File: src/rtl/fifo_arb_pkg.sv
// Shared types and width helpers for the FIFO push arbiter.
package fifo_arb_pkg;

    localparam int unsigned DEF_NUM_REQ    = 4;
    localparam int unsigned DEF_DATA_WIDTH = 8;
    localparam int unsigned DEF_BURST_MAX  = 4;

    typedef enum logic {
        ARB_IDLE  = 1'b0,
        ARB_BURST = 1'b1
    } arb_state_t;

    // Index width for a vector of n entries, never narrower than one bit.
    function automatic int unsigned idx_width(input int unsigned n);
        return (n < 2) ? 1 : $clog2(n);
    endfunction

endpackage

File: src/rtl/fifo_push_arbiter_if.sv
// Producer-side requests and FIFO write port shared by the arbiter and its environment.
interface fifo_push_arbiter_if
    import fifo_arb_pkg::*;
#(
    parameter int unsigned NUM_REQ    = DEF_NUM_REQ,
    parameter int unsigned DATA_WIDTH = DEF_DATA_WIDTH
) ();

    localparam int unsigned OWNER_W = idx_width(NUM_REQ);

    logic [NUM_REQ-1:0]            req;
    logic [NUM_REQ*DATA_WIDTH-1:0] reqData;
    logic [NUM_REQ-1:0]            ack;
    logic                          full;
    logic                          push;
    logic [DATA_WIDTH-1:0]         dataIn;
    logic [OWNER_W-1:0]            owner;
    logic                          busy;

    modport master (
        input  req,
        input  reqData,
        input  full,
        output ack,
        output push,
        output dataIn,
        output owner,
        output busy
    );

    modport slave (
        output req,
        output reqData,
        output full,
        input  ack,
        input  push,
        input  dataIn,
        input  owner,
        input  busy
    );

endinterface

File: src/rtl/rr_priority_picker.sv
// Combinational round-robin picker: first set request at or after i_ptr, wrapping.
module rr_priority_picker
    import fifo_arb_pkg::*;
#(
    parameter  int unsigned NUM_REQ = DEF_NUM_REQ,
    localparam int unsigned IDX_W   = idx_width(NUM_REQ)
) (
    input  logic [NUM_REQ-1:0] i_req,
    input  logic [IDX_W-1:0]   i_ptr,
    output logic               o_found,
    output logic [IDX_W-1:0]   o_index
);

    logic [NUM_REQ-1:0] w_rot;
    logic [IDX_W-1:0]   w_off;

    // Modular add that also works when NUM_REQ is not a power of two.
    function automatic logic [IDX_W-1:0] wrap_add(input logic [IDX_W-1:0] a,
                                                  input logic [IDX_W-1:0] b);
        int unsigned s;
        s = 32'(a) + 32'(b);
        if (s >= NUM_REQ) begin
            s = s - NUM_REQ;
        end
        return IDX_W'(s);
    endfunction

    always_comb begin
        w_rot = '0;
        for (int j = 0; j < NUM_REQ; j++) begin
            w_rot[j] = i_req[wrap_add(IDX_W'(j), i_ptr)];
        end
    end

    // Lowest set bit of the rotated vector is the winner relative to i_ptr.
    always_comb begin
        w_off = '0;
        for (int j = NUM_REQ - 1; j >= 0; j--) begin
            if (w_rot[j]) begin
                w_off = IDX_W'(j);
            end
        end
    end

    assign o_found = |i_req;
    assign o_index = wrap_add(w_off, i_ptr);

endmodule

File: src/rtl/fifo_push_arbiter.sv
// Round-robin arbiter sharing one FIFO write port among NUM_REQ producers, with bounded bursts.
module fifo_push_arbiter
    import fifo_arb_pkg::*;
#(
    parameter int unsigned NUM_REQ    = DEF_NUM_REQ,
    parameter int unsigned DATA_WIDTH = DEF_DATA_WIDTH,
    parameter int unsigned BURST_MAX  = DEF_BURST_MAX
) (
    input  logic               clock,
    input  logic               reset,
    fifo_push_arbiter_if.master bus
);

    localparam int unsigned OWNER_W = idx_width(NUM_REQ);
    localparam int unsigned CNT_W   = $clog2(BURST_MAX + 1);

    arb_state_t          r_state;
    logic [OWNER_W-1:0]  r_rr_ptr;
    logic [OWNER_W-1:0]  r_owner;
    logic [CNT_W-1:0]    r_burst_cnt;

    arb_state_t          w_state_nxt;
    logic [OWNER_W-1:0]  w_rr_ptr_nxt;
    logic [OWNER_W-1:0]  w_owner_nxt;
    logic [CNT_W-1:0]    w_burst_cnt_nxt;

    logic                w_found;
    logic [OWNER_W-1:0]  w_pick;
    logic                w_owner_req;
    logic [OWNER_W-1:0]  w_after_owner;
    logic                w_push;
    logic [NUM_REQ-1:0]  w_ack;
    logic [DATA_WIDTH-1:0] w_data;
    logic                w_busy;

    logic [DATA_WIDTH-1:0] w_words [NUM_REQ];

    for (genvar g = 0; g < NUM_REQ; g++) begin : g_words
        assign w_words[g] = bus.reqData[g*DATA_WIDTH +: DATA_WIDTH];
    end

    rr_priority_picker #(
        .NUM_REQ (NUM_REQ)
    ) u_picker (
        .i_req   (bus.req),
        .i_ptr   (r_rr_ptr),
        .o_found (w_found),
        .o_index (w_pick)
    );

    assign w_owner_req   = bus.req[r_owner];
    assign w_after_owner = (r_owner == OWNER_W'(NUM_REQ - 1)) ? '0 : r_owner + OWNER_W'(1);

    always_ff @(posedge clock or negedge reset) begin
        if (!reset) begin
            r_state     <= ARB_IDLE;
            r_rr_ptr    <= '0;
            r_owner     <= '0;
            r_burst_cnt <= '0;
        end else begin
            r_state     <= w_state_nxt;
            r_rr_ptr    <= w_rr_ptr_nxt;
            r_owner     <= w_owner_nxt;
            r_burst_cnt <= w_burst_cnt_nxt;
        end
    end

    // Next-state and write-port outputs; outputs follow inputs within the cycle.
    always_comb begin
        w_state_nxt     = r_state;
        w_rr_ptr_nxt    = r_rr_ptr;
        w_owner_nxt     = r_owner;
        w_burst_cnt_nxt = r_burst_cnt;
        w_push          = 1'b0;
        w_ack           = '0;
        w_data          = '0;
        w_busy          = 1'b0;

        case (r_state)
            ARB_IDLE: begin
                if (w_found) begin
                    w_state_nxt     = ARB_BURST;
                    w_owner_nxt     = w_pick;
                    w_burst_cnt_nxt = '0;
                end
            end

            ARB_BURST: begin
                w_busy = 1'b1;
                w_data = w_words[r_owner];
                w_push = w_owner_req & ~bus.full;
                if (w_push) begin
                    w_ack[r_owner] = 1'b1;
                end

                // A dropped request or a finished burst both hand priority to the next index.
                if (!w_owner_req || (w_push && r_burst_cnt == CNT_W'(BURST_MAX - 1))) begin
                    w_state_nxt     = ARB_IDLE;
                    w_rr_ptr_nxt    = w_after_owner;
                    w_burst_cnt_nxt = '0;
                end else if (w_push) begin
                    w_burst_cnt_nxt = r_burst_cnt + CNT_W'(1);
                end
            end

            default: begin
                w_state_nxt = ARB_IDLE;
            end
        endcase
    end

    assign bus.push   = w_push;
    assign bus.ack    = w_ack;
    assign bus.dataIn = w_data;
    assign bus.busy   = w_busy;
    assign bus.owner  = r_owner;

endmodule

File: src/flat_wrapper.sv
// flat-port wrapper written by rule: the top's interface ports become plain ports
module fifo_push_arbiter_flat import fifo_arb_pkg::*;
#(
    parameter int unsigned NUM_REQ    = DEF_NUM_REQ,
    parameter int unsigned DATA_WIDTH = DEF_DATA_WIDTH,
    parameter int unsigned BURST_MAX  = DEF_BURST_MAX
)
  (clock, reset, bus_req, bus_reqData, bus_full, bus_ack, bus_push, bus_dataIn, bus_owner, bus_busy);
  fifo_push_arbiter_if #(.NUM_REQ(NUM_REQ), .DATA_WIDTH(DATA_WIDTH)) bus_i ();
  input  logic clock;
  input  logic reset;
  input wire logic [$bits(bus_i.req)-1:0] bus_req;
  input wire logic [$bits(bus_i.reqData)-1:0] bus_reqData;
  input wire logic [$bits(bus_i.full)-1:0] bus_full;
  output wire logic [$bits(bus_i.ack)-1:0] bus_ack;
  output wire logic [$bits(bus_i.push)-1:0] bus_push;
  output wire logic [$bits(bus_i.dataIn)-1:0] bus_dataIn;
  output wire logic [$bits(bus_i.owner)-1:0] bus_owner;
  output wire logic [$bits(bus_i.busy)-1:0] bus_busy;
  assign bus_i.req = bus_req;
  assign bus_i.reqData = bus_reqData;
  assign bus_i.full = bus_full;
  assign bus_ack = bus_i.ack;
  assign bus_push = bus_i.push;
  assign bus_dataIn = bus_i.dataIn;
  assign bus_owner = bus_i.owner;
  assign bus_busy = bus_i.busy;
  fifo_push_arbiter #(.NUM_REQ(NUM_REQ), .DATA_WIDTH(DATA_WIDTH), .BURST_MAX(BURST_MAX)) u_core (.clock(clock), .reset(reset), .bus(bus_i));
endmodule
File: config.mk
export PLATFORM = sky130hd
export DESIGN_NAME = fifo_push_arbiter_flat
export DESIGN_NICKNAME = d
export VERILOG_FILES = /design/src/rtl/fifo_arb_pkg.sv /design/src/rtl/fifo_push_arbiter_if.sv /design/src/rtl/rr_priority_picker.sv /design/src/rtl/fifo_push_arbiter.sv /design/src/flat_wrapper.sv
export SDC_FILE = /design/constraint.sdc
export NUM_CORES = 1
export LEC_CHECK = 0
export BUFFER_PORTS_ARGS = -buffer_cell sky130_fd_sc_hd__buf_2
export CAP_MARGIN = 20
export CORE_ASPECT_RATIO = 1.5
export CORE_MARGIN = 3
export CORE_UTILIZATION = 44
export DETAILED_ROUTE_END_ITERATION = 12
export HOLD_SLACK_MARGIN = 0.02
export PLACE_DENSITY = 0.88
export REMOVE_ABC_BUFFERS = 1
export SLEW_MARGIN = 20
export SYNTH_ARGS = -nofsm -noshare
export SYNTH_HDL_FRONTEND = slang
export SYNTH_SLANG_ARGS = --single-unit
File: constraint.sdc
create_clock -name clock -period 2.18 [get_ports clock]
set_clock_uncertainty 0.2 [all_clocks]
set_input_delay 0.109 -clock clock [delete_from_list [all_inputs] [get_ports clock]]
set_output_delay 0.109 -clock clock [all_outputs]
set_load 0.005 [all_outputs]
Word-level counts from Yosys, hierarchy flattened
Cells that the tools add are included.
{"block": "classes", "n_bitwise": 4, "shift": 0, "div": 0, "eq_ne": 4, "mux": 37, "magnitude_cmp": 12, "n_reduce_logical": 8, "mul": 0, "n_addsub": 11}
{"operator": "$mux 8", "count": 3}
{"operator": "$mux 2", "count": 10}
{"operator": "$bmux 8 s2", "count": 1}
{"operator": "$ge 3x3->1 const B", "count": 5}
{"operator": "$lt 2x3->1 const B", "count": 5}
{"operator": "$bmux 1 s2", "count": 5}
{"operator": "$mux 1", "count": 10}
{"operator": "$sub 2x1->2 const B", "count": 5}
{"operator": "$mux 3", "count": 3}
{"operator": "$mux 4", "count": 2}
{"operator": "$add 2x2->3 const A", "count": 2}
{"operator": "$pmux 3 s2", "count": 1}
{"operator": "$reduce_and 2->1", "count": 3}
{"operator": "$reduce_or 4->1", "count": 1}
{"operator": "$add 1x2->3 const A", "count": 1}
{"operator": "$add 2x2->3", "count": 1}
{"operator": "$add 3x1->3 const B", "count": 1}
{"operator": "$eq 3x2->1 const B", "count": 1}
{"operator": "$ge 2x3->1 const B", "count": 1}
{"operator": "$ne 3x3->1 const B", "count": 1}
{"operator": "$not 2->3", "count": 1}
{"operator": "$add 2x1->2 const B", "count": 1}
{"operator": "$demux 1 s2", "count": 1}
{"operator": "$eq 2x2->1 const B", "count": 1}
{"operator": "other kinds (8)", "count": 10}
{"block": "word_totals", "latchBits": 0, "mem_bits_rw": 0, "regBits": 8, "input_bits": 39, "mem_count": 0, "mem_bits_ro": 0, "wordCells": 80}

Logic depth before layout (Yosys ltp)
Gate-level depths: netlist of the first run.
{"block": "depth", "depth_word": 12, "depth_mapped": 10, "mapped_depth_nobuf": 9}

Hierarchy
From an unflattened synthesis of the first run, not the netlist that was laid out.
{"block": "unflattened", "hier_cells": 91, "area_unflattened_um2": 915.9}
{"module": "fifo_push_arbiter", "seq_area_each_um2": 200.2, "area_per_inst_um2": 734.5, "instances": 1, "cells_each": 64}
{"module": "rr_priority_picker", "seq_area_each_um2": 0.0, "area_per_inst_um2": 181.4, "instances": 1, "cells_each": 27}

Least setup slack after synthesis of the first run
OpenSTA, ideal clock, no wires.
{"block": "synth_path", "path_type": "flip-flop to flip-flop", "startpoint": "reg u_core.r_rr_ptr[1]", "endpoint": "reg u_core.r_owner[1] (netlist: u_core.bus.owner[1])", "arrival_ns": 1.662, "setup_slack_ns": 0.186, "path_stages_with_launch": 10, "path_cell_list": "dfrtp_1 buf_2 nand2_1 a21oi_1 o2bb2ai_1 o21a_1 ha_1 xor2_1 nor4bb_1 or3b_1"}
{"block": "synth_via", "elab_chain_len": 12, "word_cells_on_any_way": 31}
{"item": "start: declaration", "line": "fifo_push_arbiter.sv:18", "source": "logic [OWNER_W-1:0] r_rr_ptr;"}
{"item": "start signal: assignment", "line": "fifo_push_arbiter.sv:62", "source": "r_rr_ptr <= w_rr_ptr_nxt;"}
{"item": "$add 2x2->3", "line": "rr_priority_picker.sv:21", "source": "s = 32'(a) + 32'(b);"}
{"item": "$ge 3x3->1 / $sub 2x1->2 (equally long branches)", "line": "rr_priority_picker.sv:22, rr_priority_picker.sv:23"}
{"item": "$mux 2", "line": "rr_priority_picker.sv:22", "source": "if (s >= NUM_REQ) begin"}
{"item": "$bmux 1 s2", "line": "rr_priority_picker.sv:31", "source": "w_rot[j] = i_req[wrap_add(IDX_W'(j), i_ptr)];"}
{"item": "$mux 1 (implied by the code)", "line": "rr_priority_picker.sv:31"}
{"item": "$mux 2 (4 in series)", "line": "rr_priority_picker.sv:39", "source": "if (w_rot[j]) begin"}
{"item": "$add 2x2->3 (*)", "line": "rr_priority_picker.sv:21"}
{"item": "$ge 3x3->1 / $sub 2x1->2 (equally long branches)", "line": "rr_priority_picker.sv:22, rr_priority_picker.sv:23"}
{"item": "$mux 2 (*)", "line": "rr_priority_picker.sv:22"}
{"item": "end signal: assignment", "line": "fifo_push_arbiter.sv:63", "source": "r_owner <= w_owner_nxt;"}
{"item": "end: declaration", "line": "fifo_push_arbiter.sv:19", "source": "logic [OWNER_W-1:0] r_owner;"}
Every way passes the cells marked *; elsewhere a longest branch is shown, timed or not. The select of a mux whose other input is x is not followed.
A chain may end at the register's enable or synchronous reset.

Worst setup path in the final report of the first run
Same ends and word-level chain as after synthesis.

==> impl_metrics.ini, run 1 <==
[status]
status = completed

[detailed_routing]
ant_nets = 0
num_vias = 934
drc_errors = 0
first_pass_iters = 4
wire_per_inst_um = 14.7
routed_via_density = 5.49
wirelength_um = 2490
drtIter0Drc = 19

[timing]
worst_slew_pin_slew_ps = 389
finalCriticalPeriod_ps = 2070
fmaxAchievable_ghz = 0.482
slew_headroom_pct = 73.8
drv_slew = 0
tns_ps = 0
rsz0062_at_grt = false
fin_crit_sh_pct = 95.1
setup_violations = 0
hold_viol_final = 0

[grt]
use_met3_pct = 0.857
use_met1_pct = 20.7
grt_pass1_wl_um = 3930
grt_max_degree = 15
gr-total-overflow = 0
use_met2_pct = 33.9
antenna_found_initial = 0
grtUsageTotal_pct = 17.7
top_usage_layer = met2
grt_pass1_vias = 932

[place]
place.detailed.hpwl_um = 2000
port_buffers = 54
gp_congestion = 0.831
placed_cells = 164

[clock_network]
cts_tree = done
clkSinkCount = 8
root_buffer = clkbuf_4
cts_buffers = 3
cts_buffer_depth = 2
htreeDepth = 1
clk_pin_slew_ps = 60
insertion_delay_ps = 260

[die]
placementRows = 20
die_y_um = 63.1
initial_core_util_pct = 46.5
io_pins = 55
design.die.area_mm2 = 0.00278
core_area_mm2 = 0.00205
fp.dieW_um = 44.0

[yosys]
synth.ff_latch_count = 8
synth_cell_types = 37
synth_top_area_share_pct = 22.0
postSynth.topFlopCell = dfrtp_1
yosysMostFrequentCell = and2_1
synthArstFlopShare_pct = 100
ys_seq_area_share_pct = 21.0
synthTopCellsByArea = mux4_1 (22%), dfrtp_1 (21%), ha_1 (9.2%)
syn_area_um2 = 955
synth_top_area_cell = mux4_1
yosysWarnings = 0
synth_area_per_cell_um2 = 10.4
synth-edff-count = 0
syn_inst = 92
synth_common_cells = and2_1 (12), dfrtp_1 (8), mux4_1 (8), nor2_1 (8), ha_1 (7)

[power]
p_per_area_mw_per_mm2 = 1040
ir_drop_v = 0.000498
finalPower_w = 0.00133
p_leak_nw = 0.652

[critical_path]
required_ps = 2120
r2r-start = u_core.r_rr_ptr[1]
worstSetupStartpointType = register
setup.worst_path.start = u_core.r_rr_ptr[1]
slowest_delay_ps = 450
arrival_ps = 2010
path_cells = buf_4 > o2bb2ai_1 > o21a_1 > ha_1 > xor2_1 > nor3_1 > o21ai_1 > or3b_1
crit_fanout = 8
worst_path_max_delay_cell = dfrtp_2
worstSetupEndpointType = register
criticalPathCategory = register to register

[finish]
n_antenna_cell = 0
drive_gt1_share_pct = 48.6
finalNetCount = 196
fillerInstances = 188
area_delta_synth_final_pct = 33.3
stdcell_count = 170

[flow_run]
drv_cap = 0

[worst_hold_path]
min_path_type = input port to asynchronous set/reset pin
==> state kept, by name, indices dropped and copies added, names as in the netlist <==
register	count
u_core.r_burst_cnt	3
u_core.bus.owner	2
u_core.r_rr_ptr	2
u_core.r_state	1
==> layer usage <==
layer,wire [um],part of all wire (%)
met5,0,0
met1,941,38
met2,1440,58
met3,95,3.8
met4,14,0.56
==> path summary, 6_finish.rpt <==
path	slack [ps]	depth (start not counted)	end
worst min-delay path	30	2	u_core.r_burst_cnt[2]
worst max-delay path	110	8	u_core.bus.owner[1]
min in group clock	80	3	u_core.r_burst_cnt[0]
max in group asynchronous	1560	2	u_core.r_rr_ptr[1]
worst max register to register	110	8	u_core.bus.owner[1]
worst min register to register	300	1	u_core.r_burst_cnt[2]
==> where the power goes <==
part           switching (W)  internal [W]  total, W
Clock              0.0000544     0.0000633  0.000118
Combinational       0.000407      0.000505  0.000911
Sequential         0.0000877      0.000211  0.000299
Total               0.000549      0.000779   0.00133
==> layout by cell type, fill, tap and decap left out, types with 2 or more instances in the layout <==
cell	Yosys	final
a21oi_1	2	2
a21oi_2	2	2
a32o_1	2	2
and2_1	12	12
buf_2	2	54
buf_4	1	4
clkbuf_4	0	3
dfrtp_1	8	7
ha_1	7	7
inv_1	5	5
mux2_2	3	3
mux4_1	8	8
nand2_1	5	5
nand2b_1	2	2
nor2_1	8	8
nor3_1	2	2
==> cell families after synthesis <==
group / after synthesis / synth area share [%]
compound gates: 15 / 12.3
fa+ha+maj: 7 / 9.17
buf+inv: 11 / 6.55
flops: 8 / 21.0
simple gates: 38 / 22.2
mux: 12 / 27.9
xor+xnor: 1 / 0.918
==> final cells by class <==
type / instances / area (um^2) / share of cell area (%)
Multi-Input combinational cell: 73 / 692 / 54.4
Clock buffer: 3 / 22.5 / 1.77
Tap cell: 22 / 27.5 / 2.16
Inverter: 5 / 18.8 / 1.47
Timing Repair Buffer: 59 / 310 / 24.4
Sequential cell: 8 / 201 / 15.8
==> worst max-delay path, delay by kind of cell, from the launching register on <==
kind / cells / cell delay, ps
adder cells (fa/ha/maj): 1 / 180
XOR/XNOR: 1 / 180
buffers and inverters: 1 / 160
AND/OR/NAND/NOR: 2 / 420
flip-flops: 1 / 450
AO/OA/AOI/OAI: 3 / 370
==> metrics by stage <==
step / utilization (%) / instance area (um^2) / worst slack, ps / hold WS (ps)
global placement: 59.6 / 1220 / 128 / -246
floorplan: - / 911 / 182 / -387
global route: 62.0 / 1270 / 3.76 / 39.5
detailed placement: 59.6 / 1220 / 44.7 / -234
CTS: 61.2 / 1260 / 52.1 / 22.5
finish: 62.0 / 1270 / 106 / 30.5
==> repair_timing <==
action	CTS	global route
endpoints found under the setup margin	0	1
setup buffers	0	2
resized for setup	0	1
hold buffers	1	0
hold endpoints to repair	8	0
Power figures use the tool's default switching activity.
==> run 2: changes to the inputs <==
--- a/config.mk
+++ b/config.mk
@@ -5,14 +5,13 @@
 export SDC_FILE = /design/constraint.sdc
 export NUM_CORES = 1
 export LEC_CHECK = 0
-export BUFFER_PORTS_ARGS = -buffer_cell sky130_fd_sc_hd__buf_2
 export CAP_MARGIN = 20
-export CORE_ASPECT_RATIO = 1.5
 export CORE_MARGIN = 3
-export CORE_UTILIZATION = 44
+export CORE_UTILIZATION = 55
 export DETAILED_ROUTE_END_ITERATION = 12
+export DONT_BUFFER_PORTS = 1
 export HOLD_SLACK_MARGIN = 0.02
-export PLACE_DENSITY = 0.88
+export PLACE_DENSITY = 0.78
 export REMOVE_ABC_BUFFERS = 1
 export SLEW_MARGIN = 20
 export SYNTH_ARGS = -nofsm -noshare
==> impl_metrics.ini, run 2 (synthesized netlist as in run 1, its figures left out) <==
[critical_path]
arrival_ps = 1760
r2r-start = u_core.r_rr_ptr[1]
setup.worst_path.start = u_core.bus.owner[0]
crit_fanout = 8
criticalPathCategory = register to output port
r2r_slack_ps = 160
worstSetupStartpointType = register
required_ps = 1870
worstSetupEndpointType = output port

[finish]
largest_reg_flops = 3
drive_gt1_share_pct = 16.8
layout_commonest_cell = and2_1
regMostFlops = u_core.r_burst_cnt
finalNetCount = 143
area_delta_synth_final_pct = 5.37
fin_area_mm2 = 0.00101
fin_util_pct = 63.8
layout_common_cells = and2_1 (12), nor2_1 (8), mux4_1 (8), dfrtp_1 (8), ha_1 (7)
n_antenna_cell = 0

[clock_network]
clkSinkCount = 8
clk_pin_slew_ps = 60
insertion_delay_ps = 260
cts_buffers = 3
cts_tree = done
cts_resized = 0
cts_buffer_depth = 2
root_buffer = clkbuf_4
cts_setup_buffers = 0
htreeDepth = 1

[detailed_routing]
met1_length_um = 805
routed_via_density = 6.67
wl_met3_um = 169
drtIter0Drc = 9
wire_per_inst_um = 17.9
drc_errors = 0
first_pass_iters = 4
wirelength_um = 1980
num_vias = 740
top_layer = met4
dr_wl_met2_um = 973
ant_nets = 0

[place]
pre_cts_ws_ps = 180
gp_congestion = 0.828
port_buffers = 0
dpl-instance-area_um2 = 953
place.detailed.hpwl_um = 1590

[power]
ir_drop_v = 0.000631
power_frac_comb_pct = 62.0
finalPower_w = 0.00114
p_per_area_mw_per_mm2 = 1130
p_leak_nw = 0.430
internal_power_w = 0.000660
pwr-share-clk_pct = 10.6
switching_share_pct = 41.9
share_seq_of_total_power_pct = 27.5
p_sw_w = 0.000476

[die]
initial_core_util_pct = 60.6
design.die.area_mm2 = 0.00227
die_y_um = 47.7
io_pins = 55
placementRows = 14
fp.dieW_um = 47.7
core_area_mm2 = 0.00158

[grt]
grt_pass1_vias = 697
gr-total-overflow = 0
grt_max_degree = 15
grt_pass1_wl_um = 2950
grtUsageTotal_pct = 19.2
antenna_found_initial = 0

[timing]
hold_viol_final = 0
slew_headroom_pct = 74.5
rsz0062_at_grt = false
finalWorstSetupSlack_ps = 112
setup_violations = 0
tns_ps = 0
drv_slew = 0
finalCriticalPeriod_ps = 2070
worst_slew_pin_slew_ps = 381
fin_crit_sh_pct = 94.9
fmaxAchievable_ghz = 0.484

[status]
status = completed

[worst_hold_path]
worstHoldStart = bus_full
min_path_type = input port to register

[flow_run]
drv_cap = 0
[run 2: final timing paths]
check                                   endpoint  cells past startpoint
max                                bus_dataIn[1]                      3
min                        u_core.r_burst_cnt[1]                      3
max reg2reg                  u_core.bus.owner[1]                      9
min reg2reg                u_core.r_burst_cnt[1]                      1
max in group asynchronous     u_core.r_rr_ptr[0]                      2
min in group asynchronous     u_core.r_rr_ptr[1]                      2
[run 2: worst max-delay path, stage by stage (launching register included)]
cell and delay, ps:
dfrtp_1 530, buf_4 240, mux4_1 550, and2_1 180
[run 2: area by class of cell]
cell class	instances	area (um^2)
fill	119	571
multi-input combinational	73	692
clock buffer	3	22.5
timing repair buffer	6	52.6
sequential	8	200
inverter	5	18.8
tap	16	20.0
[run 2: repair_timing]
| item | 4_1_cts | 5_1_grt |
|---|---|---|
| setup endpoints to repair | 0 | 0 |
| hold endpoints to repair | 11 | 0 |
| hold buffers | 3 | 0 |
[run 2: per-layer routing]
layer	global-route usage, %	vias to the layer above
li1	-	351
met2	32.6	36
met4	8.06	0
met3	7.52	4
met5	0	-
met1	21.2	349
[run 2: power by group through the flow]
stage | clock network [W] | logic (W) | registers (W)
finish | 0.000120 | 0.000704 | 0.000312
detailed placement | 0 | 0.000707 | 0.000315
floorplan | 0 | 0.000519 | 0.000334
CTS | 0.000123 | 0.000718 | 0.000312
global route | 0.000135 | 0.000795 | 0.000327
global placement | 0 | 0.000688 | 0.000311
[run 2: per-stage QoR]
stage	hold slack, ps	cells
2_1_floorplan	-387	86
3_3_place_gp	-386	105
3_5_place_dp	-386	105
4_1_cts	57.4	111
5_1_grt	73.3	111
6_report	53.8	111
==> run 3: changes to the inputs <==
--- a/config.mk
+++ b/config.mk
@@ -12,7 +12,6 @@
 export DONT_BUFFER_PORTS = 1
 export HOLD_SLACK_MARGIN = 0.02
 export PLACE_DENSITY = 0.78
-export REMOVE_ABC_BUFFERS = 1
 export SLEW_MARGIN = 20
 export SYNTH_ARGS = -nofsm -noshare
 export SYNTH_HDL_FRONTEND = slang
==> impl_metrics.ini, run 3 (synthesized netlist as in run 1, its figures left out) <==
[die]
io_pins = 55
fp.dieW_um = 47.7
design.die.area_mm2 = 0.00227
core_area_mm2 = 0.00158
initial_core_util_pct = 60.6
placementRows = 14
die_y_um = 47.7

[yosys]
syn-num-nets = 138

[critical_path]
worstSetupStartpointType = register
crit_fanout = 7
worstSetupEndpointType = register
criticalPathCategory = register to register
required_ps = 2120
arrival_ps = 1950

[timing]
finalCriticalPeriod_ps = 2010
slew_headroom_pct = 74.5
setup_violations = 0
fin_crit_sh_pct = 92.1
worst_slew_pin_slew_ps = 382
fmaxAchievable_ghz = 0.498
tns_ps = 0
hold_viol_final = 0
rsz0062_at_grt = false
drv_slew = 0

[detailed_routing]
wire_per_inst_um = 20.2
routed_via_density = 6.86
ant_nets = 0
drc_errors = 0
wirelength_um = 2240
first_pass_iters = 4
drtIter0Drc = 11
num_vias = 761

[power]
internal_power_w = 0.000666
switching_share_pct = 42.9
pwr-share-clk_pct = 10.7
power_frac_comb_pct = 63.2
p_sw_w = 0.000500
share_seq_of_total_power_pct = 26.1
p_per_area_mw_per_mm2 = 1160
p_leak_nw = 0.429
ir_drop_v = 0.000548

[finish]
regMostFlops = u_core.r_burst_cnt
drive_gt1_share_pct = 17.9
n_antenna_cell = 0
fillerInstances = 136
layout_commonest_cell = and2_1
layout_common_cells = and2_1 (12), nor2_1 (8), mux4_1 (8)
finalNetCount = 143
stdcell_count = 111
area_delta_synth_final_pct = 5.50
largest_reg_flops = 3

[status]
status = completed

[flow_run]
drv_cap = 0

[clock_network]
clk_pin_slew_ps = 60
htreeDepth = 1
cts_buffers = 3
cts_setup_buffers = 0
cts_tree = done
insertion_delay_ps = 270
cts_buffer_depth = 2
root_buffer = clkbuf_4
clkSinkCount = 8

[place]
place.detailed.hpwl_um = 1820
port_buffers = 0
placed_cells = 105
gp_congestion = 0.848

[grt]
grt_pass1_wl_um = 3350
gr-total-overflow = 0
grtUsageTotal_pct = 22.1
grt_max_degree = 15
antenna_found_initial = 0
grt_pass1_vias = 726

[worst_hold_path]
min_path_type = input port to register
-- run 3: cell counts in the layout (fill, tap and decap cells not counted) --
Identical to the previous run, type by type.
-- run 3: path summary, 6_finish.rpt --
check | startpoint | end | slack [ps] | cells after the start
setup reg to reg | u_core.r_rr_ptr[1] | u_core.bus.owner[1] | 170 | 9
setup / recovery | u_core.r_rr_ptr[1] | u_core.bus.owner[1] | 170 | 9
hold / removal | bus_full | u_core.r_burst_cnt[2] | 60 | 3
max in group asynchronous | reset | u_core.r_rr_ptr[1] | 960 | 2
min in group asynchronous | reset | u_core.r_burst_cnt[0] | 530 | 2
hold reg to reg | u_core.r_burst_cnt[2] | u_core.r_burst_cnt[2] | 310 | 1
-- run 3: critical path, stage by stage (launching register included) --
cell and delay (ps):
dfrtp_2 410, nand2_1 60, a21oi_1 140, o2bb2ai_1 90, o21a_1 170, ha_1 180, xor2_1 160, nor3_1 60
o21ai_1 80, or3b_1 340
-- run 3: area by class of cell --
class                   count  area (um^2)  area share [%]
clock buffers               3         22.5            2.24
multi-input cells          73          692            68.7
repair buffers              6         52.6            5.22
inverters                   5         18.8            1.86
flip-flops and latches      8          201            20.0
well taps                  16         20.0            1.99
-- run 3: timing repair --
action,in CTS,in global routing
hold endpoints to repair,12,0
resized for setup,0,1
hold buffers,3,0
setup endpoints to repair,0,1
-- run 3: power groups by stage --
stage | registers [W] | logic (W) | clock network (W)
2_1_floorplan | 0.000265 | 0.000634 | 0
3_3_place_gp | 0.000299 | 0.000701 | 0
3_5_place_dp | 0.000306 | 0.000735 | 0
4_1_cts | 0.000304 | 0.000746 | 0.000127
5_1_grt | 0.000319 | 0.000820 | 0.000131
6_report | 0.000305 | 0.000737 | 0.000124
-- run 3: routing by layer --
metal  part of all wire, %  vias up  GRT usage [%]
met5                     0        -              0
met1                    39      357           28.0
li1                      -      352              -
met3                   7.0        9           5.26
met2                    49       43           34.0
met4                   4.3        0           13.4
-- run 3: metrics by stage --
stage / worst slack [ps] / total power (W) / utilization (%) / hold WS (ps) / instance area (um^2)
after detailed placement: 142 / 0.00104 / 60.5 / -386 / 953
after floorplan: 186 / 0.000900 / - / -387 / 955
final: 173 / 0.00117 / 63.9 / 62.6 / 1010
after global routing: 18.0 / 0.00127 / 63.9 / 64.2 / 1010
after global placement: 211 / 0.00100 / 60.5 / -386 / 953
after CTS: 133 / 0.00118 / 63.8 / 54.2 / 1010
